==> config.mk <==
export PLATFORM = sky130hd
export DESIGN_NAME = pad_mux_arbiter
export DESIGN_NICKNAME = d
export VERILOG_FILES = /design/src/rtl/pad_arb_pkg.sv /design/src/rtl/padarb_rr_pick.sv /design/src/rtl/pad_mux_arbiter.sv
export SDC_FILE = /design/constraint.sdc
export NUM_CORES = 1
export LEC_CHECK = 0
export ABC_AREA = 1
export BUFFER_PORTS_ARGS = -buffer_cell sky130_fd_sc_hd__buf_2
export CORE_UTILIZATION = 52
export CTS_CLUSTER_DIAMETER = 120
export DETAILED_ROUTE_END_ITERATION = 6
export PLACE_DENSITY = 0.86
export RECOVER_POWER = 50
export SYNTH_ARGS = -nofsm -noshare
export SYNTH_HDL_FRONTEND = slang
export SYNTH_SLANG_ARGS = --single-unit
==> constraint.sdc <==
create_clock -name clk -period 2.5 [get_ports clk]
set_input_delay 0 -clock clk [delete_from_list [all_inputs] [get_ports clk]]
set_output_delay 0 -clock clk [all_outputs]
set_load 0.005 [all_outputs]
==> src/rtl/pad_arb_pkg.sv <==
// Shared types and constants for the pad-mux arbiter: owner/state encodings,
// per-owner select patterns and requester indices.
package pad_arb_pkg;

  typedef enum logic [1:0] {
    TEST = 2'd0,
    MODA = 2'd1,
    MODB = 2'd2,
    GPIO = 2'd3
  } owner_e;

  typedef enum logic [2:0] {
    IDLE    = 3'd0,
    SWITCH  = 3'd1,
    SETTLE  = 3'd2,
    GRANT   = 3'd3,
    RELEASE = 3'd4
  } state_e;

  localparam int REQ_TEST = 0;
  localparam int REQ_MODA = 1;
  localparam int REQ_MODB = 2;
  localparam int REQ_GPIO = 3;

  // {test_sel, moda_sel, modb_sel}
  localparam logic [2:0] SEL_TEST = 3'b100;
  localparam logic [2:0] SEL_MODA = 3'b010;
  localparam logic [2:0] SEL_MODB = 3'b001;
  localparam logic [2:0] SEL_GPIO = 3'b000;

  function automatic logic [2:0] sel_of(owner_e o);
    case (o)
      TEST:    return SEL_TEST;
      MODA:    return SEL_MODA;
      MODB:    return SEL_MODB;
      default: return SEL_GPIO;
    endcase
  endfunction

  // Round-robin successor among MODA/MODB/GPIO
  function automatic owner_e rr_next(owner_e o);
    case (o)
      MODA:    return MODB;
      MODB:    return GPIO;
      default: return MODA;
    endcase
  endfunction

endpackage

==> src/rtl/padarb_rr_pick.sv <==
// Combinational 3-way round-robin picker over MODA/MODB/GPIO; search starts
// at the pointer and wraps, winner returned as an owner code (1..3).
module padarb_rr_pick
  import pad_arb_pkg::*;
(
  input  logic [2:0] req_rr,
  input  logic [1:0] ptr,
  output logic [1:0] winner,
  output logic       valid
);

  logic [1:0] base;
  logic [2:0] rot;
  logic [1:0] off;
  logic [2:0] slot;

  assign base = (ptr == 2'd0) ? 2'd0 : ptr - 2'd1;

  // rot[k] is the request of the candidate k places after the pointer
  always_comb begin
    case (base)
      2'd1:    rot = {req_rr[0], req_rr[2], req_rr[1]};
      2'd2:    rot = {req_rr[1], req_rr[0], req_rr[2]};
      default: rot = req_rr;
    endcase
  end

  always_comb begin
    off = 2'd2;
    if (rot[0])      off = 2'd0;
    else if (rot[1]) off = 2'd1;
    slot = {1'b0, base} + {1'b0, off};
    if (slot >= 3'd3) slot = slot - 3'd3;
    winner = slot[1:0] + 2'd1;
    valid  = |rot;
  end

endmodule

==> src/rtl/pad_mux_arbiter.sv <==
// Pad-mux sequencer: one-hot pad ownership with guard windows around every
// select change. `define PADARB_PREEMPT_EN lets TEST force the owner off.
//
// state   | meaning
// IDLE    | no grant, pads quiet, selects hold last owner, arbitrate
// SWITCH  | one cycle, selects loaded with the pending owner
// SETTLE  | GUARD_CYCLES quiet cycles before granting
// GRANT   | gnt set, pad_quiet low
// RELEASE | GUARD_CYCLES quiet cycles after ownership ends
module pad_mux_arbiter
  import pad_arb_pkg::*;
#(
  parameter int GUARD_CYCLES = 2
) (
  input  logic       clk,
  input  logic       rst,
  input  logic [3:0] req,
  output logic [3:0] gnt,
  output logic       test_sel,
  output logic       moda_sel,
  output logic       modb_sel,
  output logic [1:0] owner,
  output logic       pad_quiet
);

  localparam logic [3:0] GUARD_LOAD = (GUARD_CYCLES == 0) ? 4'd0 : 4'(GUARD_CYCLES - 1);
  localparam logic       GUARD_ZERO = (GUARD_CYCLES == 0);

  state_e     state;
  logic [3:0] guard_cnt;
  owner_e     rr_ptr;
  logic [1:0] pick_idx;
  logic       pick_valid;
  logic       arb_hit;
  owner_e     arb_owner;
  logic       owner_req;
  logic       preempt;

  padarb_rr_pick u_pick (
    .req_rr (req[3:1]),
    .ptr    (rr_ptr),
    .winner (pick_idx),
    .valid  (pick_valid)
  );

  assign arb_hit   = req[REQ_TEST] | pick_valid;
  assign arb_owner = req[REQ_TEST] ? TEST : owner_e'(pick_idx);
  assign owner_req = req[owner];

`ifdef PADARB_PREEMPT_EN
  assign preempt = req[REQ_TEST] && (owner != TEST);
`else
  assign preempt = 1'b0;
`endif

  always_ff @(posedge clk or posedge rst) begin
    if (rst) begin
      state     <= IDLE;
      gnt       <= '0;
      owner     <= GPIO;
      {test_sel, moda_sel, modb_sel} <= SEL_GPIO;
      pad_quiet <= 1'b1;
      rr_ptr    <= MODA;
      guard_cnt <= '0;
    end else begin
      case (state)
        IDLE: begin
          if (arb_hit) begin
            state <= SWITCH;
            owner <= arb_owner;
            {test_sel, moda_sel, modb_sel} <= sel_of(arb_owner);
          end
        end
        SWITCH, SETTLE: begin
          if (!owner_req) begin
            // winner gave up before the grant: rr pointer untouched
            state     <= GUARD_ZERO ? IDLE : RELEASE;
            guard_cnt <= GUARD_LOAD;
          end else if ((state == SWITCH && GUARD_ZERO) ||
                       (state == SETTLE && guard_cnt == 4'd0)) begin
            state     <= GRANT;
            gnt       <= 4'b0001 << owner;
            pad_quiet <= 1'b0;
            if (owner != TEST) rr_ptr <= rr_next(owner_e'(owner));
          end else if (state == SWITCH) begin
            state     <= SETTLE;
            guard_cnt <= GUARD_LOAD;
          end else begin
            guard_cnt <= guard_cnt - 4'd1;
          end
        end
        GRANT: begin
          if (!owner_req || preempt) begin
            state     <= GUARD_ZERO ? IDLE : RELEASE;
            guard_cnt <= GUARD_LOAD;
            gnt       <= '0;
            pad_quiet <= 1'b1;
          end
        end
        RELEASE: begin
          if (guard_cnt == 4'd0) state <= IDLE;
          else                   guard_cnt <= guard_cnt - 4'd1;
        end
        default: state <= IDLE;
      endcase
    end
  end

endmodule

==> flow_summary_export.csv, run 1 <==
group,metric,value,unit
critical_path,cp_max_fo,4,
synthesis,yosys.cell_types.count,29,
critical_path,worstPathArrival,2.75,ns
min_path,hold_class,"in2reg",
min_path,hold_start,"req[0]",
power,peakVddDrop,0.000813,V
routing,drt_wl_total,2810,µm
die,die_x,54.7,µm
cts,root_buffer,"clkbuf_4",
cts,cts_max_level,1,
timing,slew_viol_final,0,
cts,path_clk_slew,0.11,ns
critical_path,crit_buf_inv,2,
cells_and_area,mostFrequentLayoutCell,"nand2_1",
cts,ctsLongestPathBuffers,2,
routing,via_count,1266,
critical_path,slowest_stage,"dfstp_2",
placed_design,dpl_cell_area,1550,µm²
timing,hold_viol,0,
synthesis,synthTopCellsByArea,"dfrtp_1, nand2_1, nand3_1",
synthesis,synthesis.area,1450,µm²
synthesis,synthesis.nets,213,
power,power_density,1170,nW/µm²
timing,fin_skew,0.00233,ns
global_route,grt_max_degree,20,
timing,fin_crit_sh,100,%
cells_and_area,most-common-layout-cells,"nand2_1, inv_1, nand3_1, dfrtp_1, buf_2",
run,maxCapViolCount,0,
routing,via_per_inst,5.04,
global_route,met1_usage,29.3,%
cells_and_area,layout-drive-gt1-share,28.5,%
power,leakagePower,0.913,nW
die,die_h,54.7,µm
cells_and_area,fin_nets,237,
timing,fmax,400,MHz
placed_design,globalplace.congestion,0.847,
die,die_area,2990,µm²
cts,numCtsBuffers,3,
placed_design,place_ws,-0.0460,ns
cts,clk_latency,0.29,ns
cells_and_area,area.growth.synth_to_final,14.3,%
synthesis,synth-warning-count,0,
status,violations,"setup timing",
cells_and_area,antenna_cells,0,
placed_design,place_hpwl,2050,µm
global_route,grt_util_met2,33.9,%
critical_path,r2r_start,"rr_ptr[0]",
synthesis,yosysTopAreaCell,"dfrtp_1",
global_route,grt_usage,21.6,%
global_route,grt.met3_usage,2.50,%
critical_path,r2r_setup_slack,-0.0005,ns
global_route,grt_pass1_wl,4570,µm
synthesis,synth_top_area_share,26.0,%
cells_and_area,finish.utilization,64.9,%
status,status,"complete, but fails checks",
global_route,grt_overflow,0,
synthesis,synth.avg_cell_area,7.30,µm²
critical_path,start_kind,"flop",
cells_and_area,fill_cells,215,
critical_path,end_kind,"flop",
global_route,grt.busiest_layer,"met2",
global_route,grt_pass1_vias,1121,
timing,post-route-min-period,2.50,ns
cts,cts.sink_count,19,
critical_path,critPathLaunch,"rr_ptr[0]",
synthesis,ys_seq_area_share,33.2,%
critical_path,critical-path-top-delay-family,"adder cells",
routing,routedWlPerCell,11.2,µm
cells_and_area,postLayoutCellArea,1650,µm²
die,initial_utilization,56.8,%
routing,drc_errors,0,
routing,dr.pass1.iters,4,
timing,tightest_slew,0.730,ns
critical_path,path_cells,"buf_4 > nand3_1 > nand3_2 > a31oi_2 > ha_2 > fa_1 > ha_2 > nor2_4 > nand2_2 > nand2_2 > nand2_2 > nand2_1 > inv_1 > nor2_1 > nand2_1 > nand2_1",
timing,rsz0062_at_grt,"true",
synthesis,synthCells,198,
placed_design,portBuffers,15,
routing,drtIter0Drc,28,
timing,layout_setup_ws,-0.000486,ns
die,fp-row-count,18,
synthesis,ys_ff_latch,19,
critical_path,path_class,"reg2reg",
timing,finalSetupViolCount,1,
timing,max_slew_margin,51.3,%
cts,cts_tree,"built",
critical_path,cp_slowest_stage_delay,0.58,ns
global_route,antenna_found_initial,0,
critical_path,crit_required,2.75,ns
die,io_pins,16,
die,core_area,2540,µm²
routing,postRouteAntennaNets,0,
[timing repair]
action                                  CTS  global route
hold endpoints to repair                 15             0
resized for setup                         3            10
pin swaps                                 4            12
hold buffers                              1             0
endpoints found under the setup margin    2             5
buffers inserted                          1             3
[cell usage after synthesis]
library cell  count
nor2_1            9
nand2_4           4
a21oi_1           4
xnor2_1           1
o21ai_0           3
nand3_2           4
dfstp_2           4
fa_1              1
ha_1              8
a31oi_1           1
inv_4             1
nand3_1          22
xor2_1            1
a21oi_2           2
inv_1            21
nand4_1           2
nand2_8           1
o21ai_1           3
o21a_1            1
inv_2             5
buf_4             1
nand2_1          71
nor2_2            2
or2_1             1
nor2_4            4
clkinv_4          1
o21ai_2           1
nand2_2           4
dfrtp_1          15
[where the power goes]
part	total (mW)	switching, mW	internal [mW]
clock	0.158	0.0955	0.0621
combinational	1.20	0.739	0.460
sequential	0.581	0.131	0.449
[metrics by stage]
stage          total power, mW   TNS [ns]  hold slack [ns]  std cells
4_1_cts                   1.85          0           0.0191        248
5_1_grt                   2.16     -0.289           0.0809        251
6_report                  1.94  -0.000486           0.0316        251
2_1_floorplan             1.44          0          -0.0518        198
3_5_place_dp              1.67    -0.0460            0.163        242
3_3_place_gp              1.65          0            0.161        242
[sequential cells by signal, summed over array words and instances, names as in the netlist]
| signal | count |
|---|---|
| moda_sel | 1 |
| pad_quiet | 1 |
| test_sel | 1 |
| owner | 2 |
| rr_ptr | 2 |
| modb_sel | 1 |
| gnt | 4 |
| guard_cnt | 4 |
| state | 3 |
[tightest hold or removal path, cell delays in order]
cell and delay [ns]:
buf_2 0.09, inv_1 0.09, nand2_1 0.09, o21ai_1 0.06
[routing by layer]
metal	wire, µm	part of all wire [%]
met4	53	1.9
met2	1330	47
met1	1370	49
met5	0	0
met3	52	1.9
[cell type report]
class	instances	area (µm²)	area share, %
multi-input cells	150	883	53.5
flip-flops and latches	19	482	29.2
inverters	28	113	6.82
repair buffers	20	110	6.67
well taps	30	37.5	2.27
clock buffers	4	26.3	1.59
[final timing paths]
path | cells after the start | end
setup / recovery | 16 | owner[1]
hold / removal | 4 | owner[0]
setup reg to reg | 16 | owner[1]
hold reg to reg | 2 | test_sel
max in group asynchronous | 3 | rr_ptr[1]
min in group asynchronous | 3 | test_sel
[cell families (layout without fill, tap and decap cells)]
family / Yosys count / count (layout) / synth area share [%]
compound gates: 15 / 15 / 6.23
xor+xnor: 2 / 2 / 1.21
fa+ha+maj: 9 / 9 / 8.31
buf+inv: 29 / 52 / 8.31
flops: 19 / 19 / 33.2
simple gates: 124 / 124 / 42.7
Power figures use the tool's default switching activity.
==> inputs of run 2 (changes only) <==
--- a/config.mk
+++ b/config.mk
@@ -10,7 +10,7 @@
 export CORE_UTILIZATION = 52
 export CTS_CLUSTER_DIAMETER = 120
 export DETAILED_ROUTE_END_ITERATION = 6
-export PLACE_DENSITY = 0.86
+export PLACE_DENSITY = 0.81
 export RECOVER_POWER = 50
 export SYNTH_ARGS = -nofsm -noshare
 export SYNTH_HDL_FRONTEND = slang
==> run 2 against run 1 <==
Compared with the run above: the run now ends clean; first-iteration DRC count fell by 18%; utilization fell by 0.098 points; worst hold slack improved by 0.0022 ns; critical endpoint unchanged.
==> flow_summary_export.csv, run 2 (synthesized netlist as in run 1, its figures left out) <==
group,metric,value,unit
status,status,"completed",
power,p_total,1.94,mW
cts,numCtsBuffers,3,
timing,fmax,403,MHz
timing,max_slew_margin,53.2,%
placed_design,place_ws,-0.0325,ns
critical_path,crit_buf_inv,2,
cells_and_area,area.growth.synth_to_final,14.1,%
timing,post-route-min-period,2.48,ns
timing,slew_viol_final,0,
placed_design,place_hpwl,2040,µm
run,maxCapViolCount,0,
placed_design,portBuffers,15,
critical_path,critPathMostFrequentCell,"nand2_2",
routing,postRouteAntennaNets,0,
die,core_area,2540,µm²
cts,clk_latency,0.30,ns
critical_path,cp_max_fo,4,
cells_and_area,finish.utilization,64.8,%
critical_path,r2r_setup_slack,0.02,ns
critical_path,path_cells,"inv_2 > nand3_2 > nand3_2 > a31oi_2 > ha_2 > fa_1 > ha_2 > nor2_4 > nand2_2 > nand2_2 > nand2_2 > nand2_2 > inv_2 > nor2_1 > nand2_1 > nand2_1",
die,die_area,2990,µm²
die,fp-row-count,18,
global_route,grt_usage,21.9,%
cells_and_area,layout-drive-gt1-share,30.0,%
critical_path,critPathLaunch,"rr_ptr[0]",
cells_and_area,top_regs,"gnt (4), guard_cnt (4), state (3)",
power,power_density,1180,nW/µm²
cells_and_area,fin_nets,236,
cts,root_buffer,"clkbuf_4",
cts,path_clk_slew,0.11,ns
die,die_x,54.7,µm
critical_path,slowest_stage,"dfstp_2",
routing,drtIter0Drc,23,
cells_and_area,antenna_cells,0,
timing,rsz0062_at_grt,"true",
cts,cts_tree,"built",
critical_path,cp_slowest_stage_delay,0.58,ns
timing,tightest_slew,0.702,ns
critical_path,worstPathArrival,2.73,ns
power,leakagePower,0.913,nW
cts,cts_max_level,1,
timing,hold_viol,0,
critical_path,critical-path-top-delay-family,"adder cells",
critical_path,path_class,"reg2reg",
routing,dr.pass1.iters,5,
global_route,grt_max_degree,20,
cells_and_area,postLayoutCellArea,1650,µm²
placed_design,dpl_cell_area,1550,µm²
critical_path,crit_required,2.75,ns
routing,drt_wl_total,2710,µm
global_route,grt_pass1_wl,4600,µm
global_route,grt_pass1_vias,1102,
timing,fin_skew,0.00110,ns
routing,routedWlPerCell,10.9,µm
timing,layout_setup_ws,0.0197,ns
die,io_pins,16,
routing,via_count,1263,
placed_design,globalplace.congestion,0.832,
critical_path,r2r_start,"rr_ptr[0]",
timing,fin_crit_sh,99.2,%
routing,drc_errors,0,
min_path,hold_class,"in2reg",
global_route,antenna_found_initial,0,
cells_and_area,fill_cells,237,
global_route,grt_overflow,0,
critical_path,end_kind,"flop",
cts,ctsLongestPathBuffers,2,
cells_and_area,mostFrequentLayoutCell,"nand2_1",
die,initial_utilization,56.8,%
cells_and_area,most-common-layout-cells,"nand2_1, nand3_1, inv_1, dfrtp_1, buf_2",
min_path,hold_start,"req[0]",
power,peakVddDrop,0.000772,V
timing,finalSetupViolCount,0,
die,die_h,54.7,µm
critical_path,start_kind,"flop",
routing,via_per_inst,5.05,
cts,cts.sink_count,19,
run 2: worst reg2reg max path: stages (launching register included):
cell	delay [ns]
dfstp_2	0.58
inv_2	0.06
nand3_2	0.06
nand3_2	0.09
a31oi_2	0.14
ha_2	0.19
fa_1	0.43
ha_2	0.21
nor2_4	0.13
nand2_2	0.09
nand2_2	0.07
nand2_2	0.06
nand2_2	0.07
inv_2	0.04
nor2_1	0.08
nand2_1	0.06
nand2_1	0.07
run 2: final cells by class:
class | instances | area, µm² | share of cell area, %
well taps | 30 | 37.5 | 2.28
inverters | 28 | 113 | 6.83
flip-flops and latches | 19 | 482 | 29.2
clock buffers | 3 | 22.5 | 1.37
repair buffers | 19 | 104 | 6.30
clock inverters | 1 | 5.00 | 0.303
multi-input cells | 150 | 886 | 53.7
run 2: what timing repair did:
action                                  in CTS  in global routing
resized for setup                            1                 14
buffers inserted                             2                  1
hold buffers                                 1                  0
hold endpoints to repair                    15                  0
endpoints found under the setup margin       2                  5
pin swaps                                    4                 14
run 2: final timing paths:
path,to,depth (start not counted)
worst max-delay path,owner[1],16
worst min-delay path,owner[0],4
worst max register to register,owner[1],16
worst min register to register,test_sel,2
max in group asynchronous,rr_ptr[1],3
min in group asynchronous,moda_sel,3
run 2: power breakdown:
group / total (mW) / switching [mW] / internal, mW
clock network: 0.158 / 0.0981 / 0.0596
logic: 1.21 / 0.748 / 0.457
registers: 0.577 / 0.128 / 0.449
run 2: routing by layer:
metal	GRT usage (%)	part of all wire (%)
met2	35.9	47
met4	8.97	1.4
met1	28.9	49
met3	2.50	2.5
met5	0	0
run 2: metrics by stage:
step | std cells | TNS (ns) | hold WS [ns]
5_1_grt | 250 | -0.227 | 0.0719
3_5_place_dp | 242 | -0.0325 | 0.154
3_3_place_gp | 242 | 0 | 0.162
4_1_cts | 249 | 0 | 0.0129
2_1_floorplan | 198 | 0 | -0.0518
6_report | 250 | 0 | 0.0338
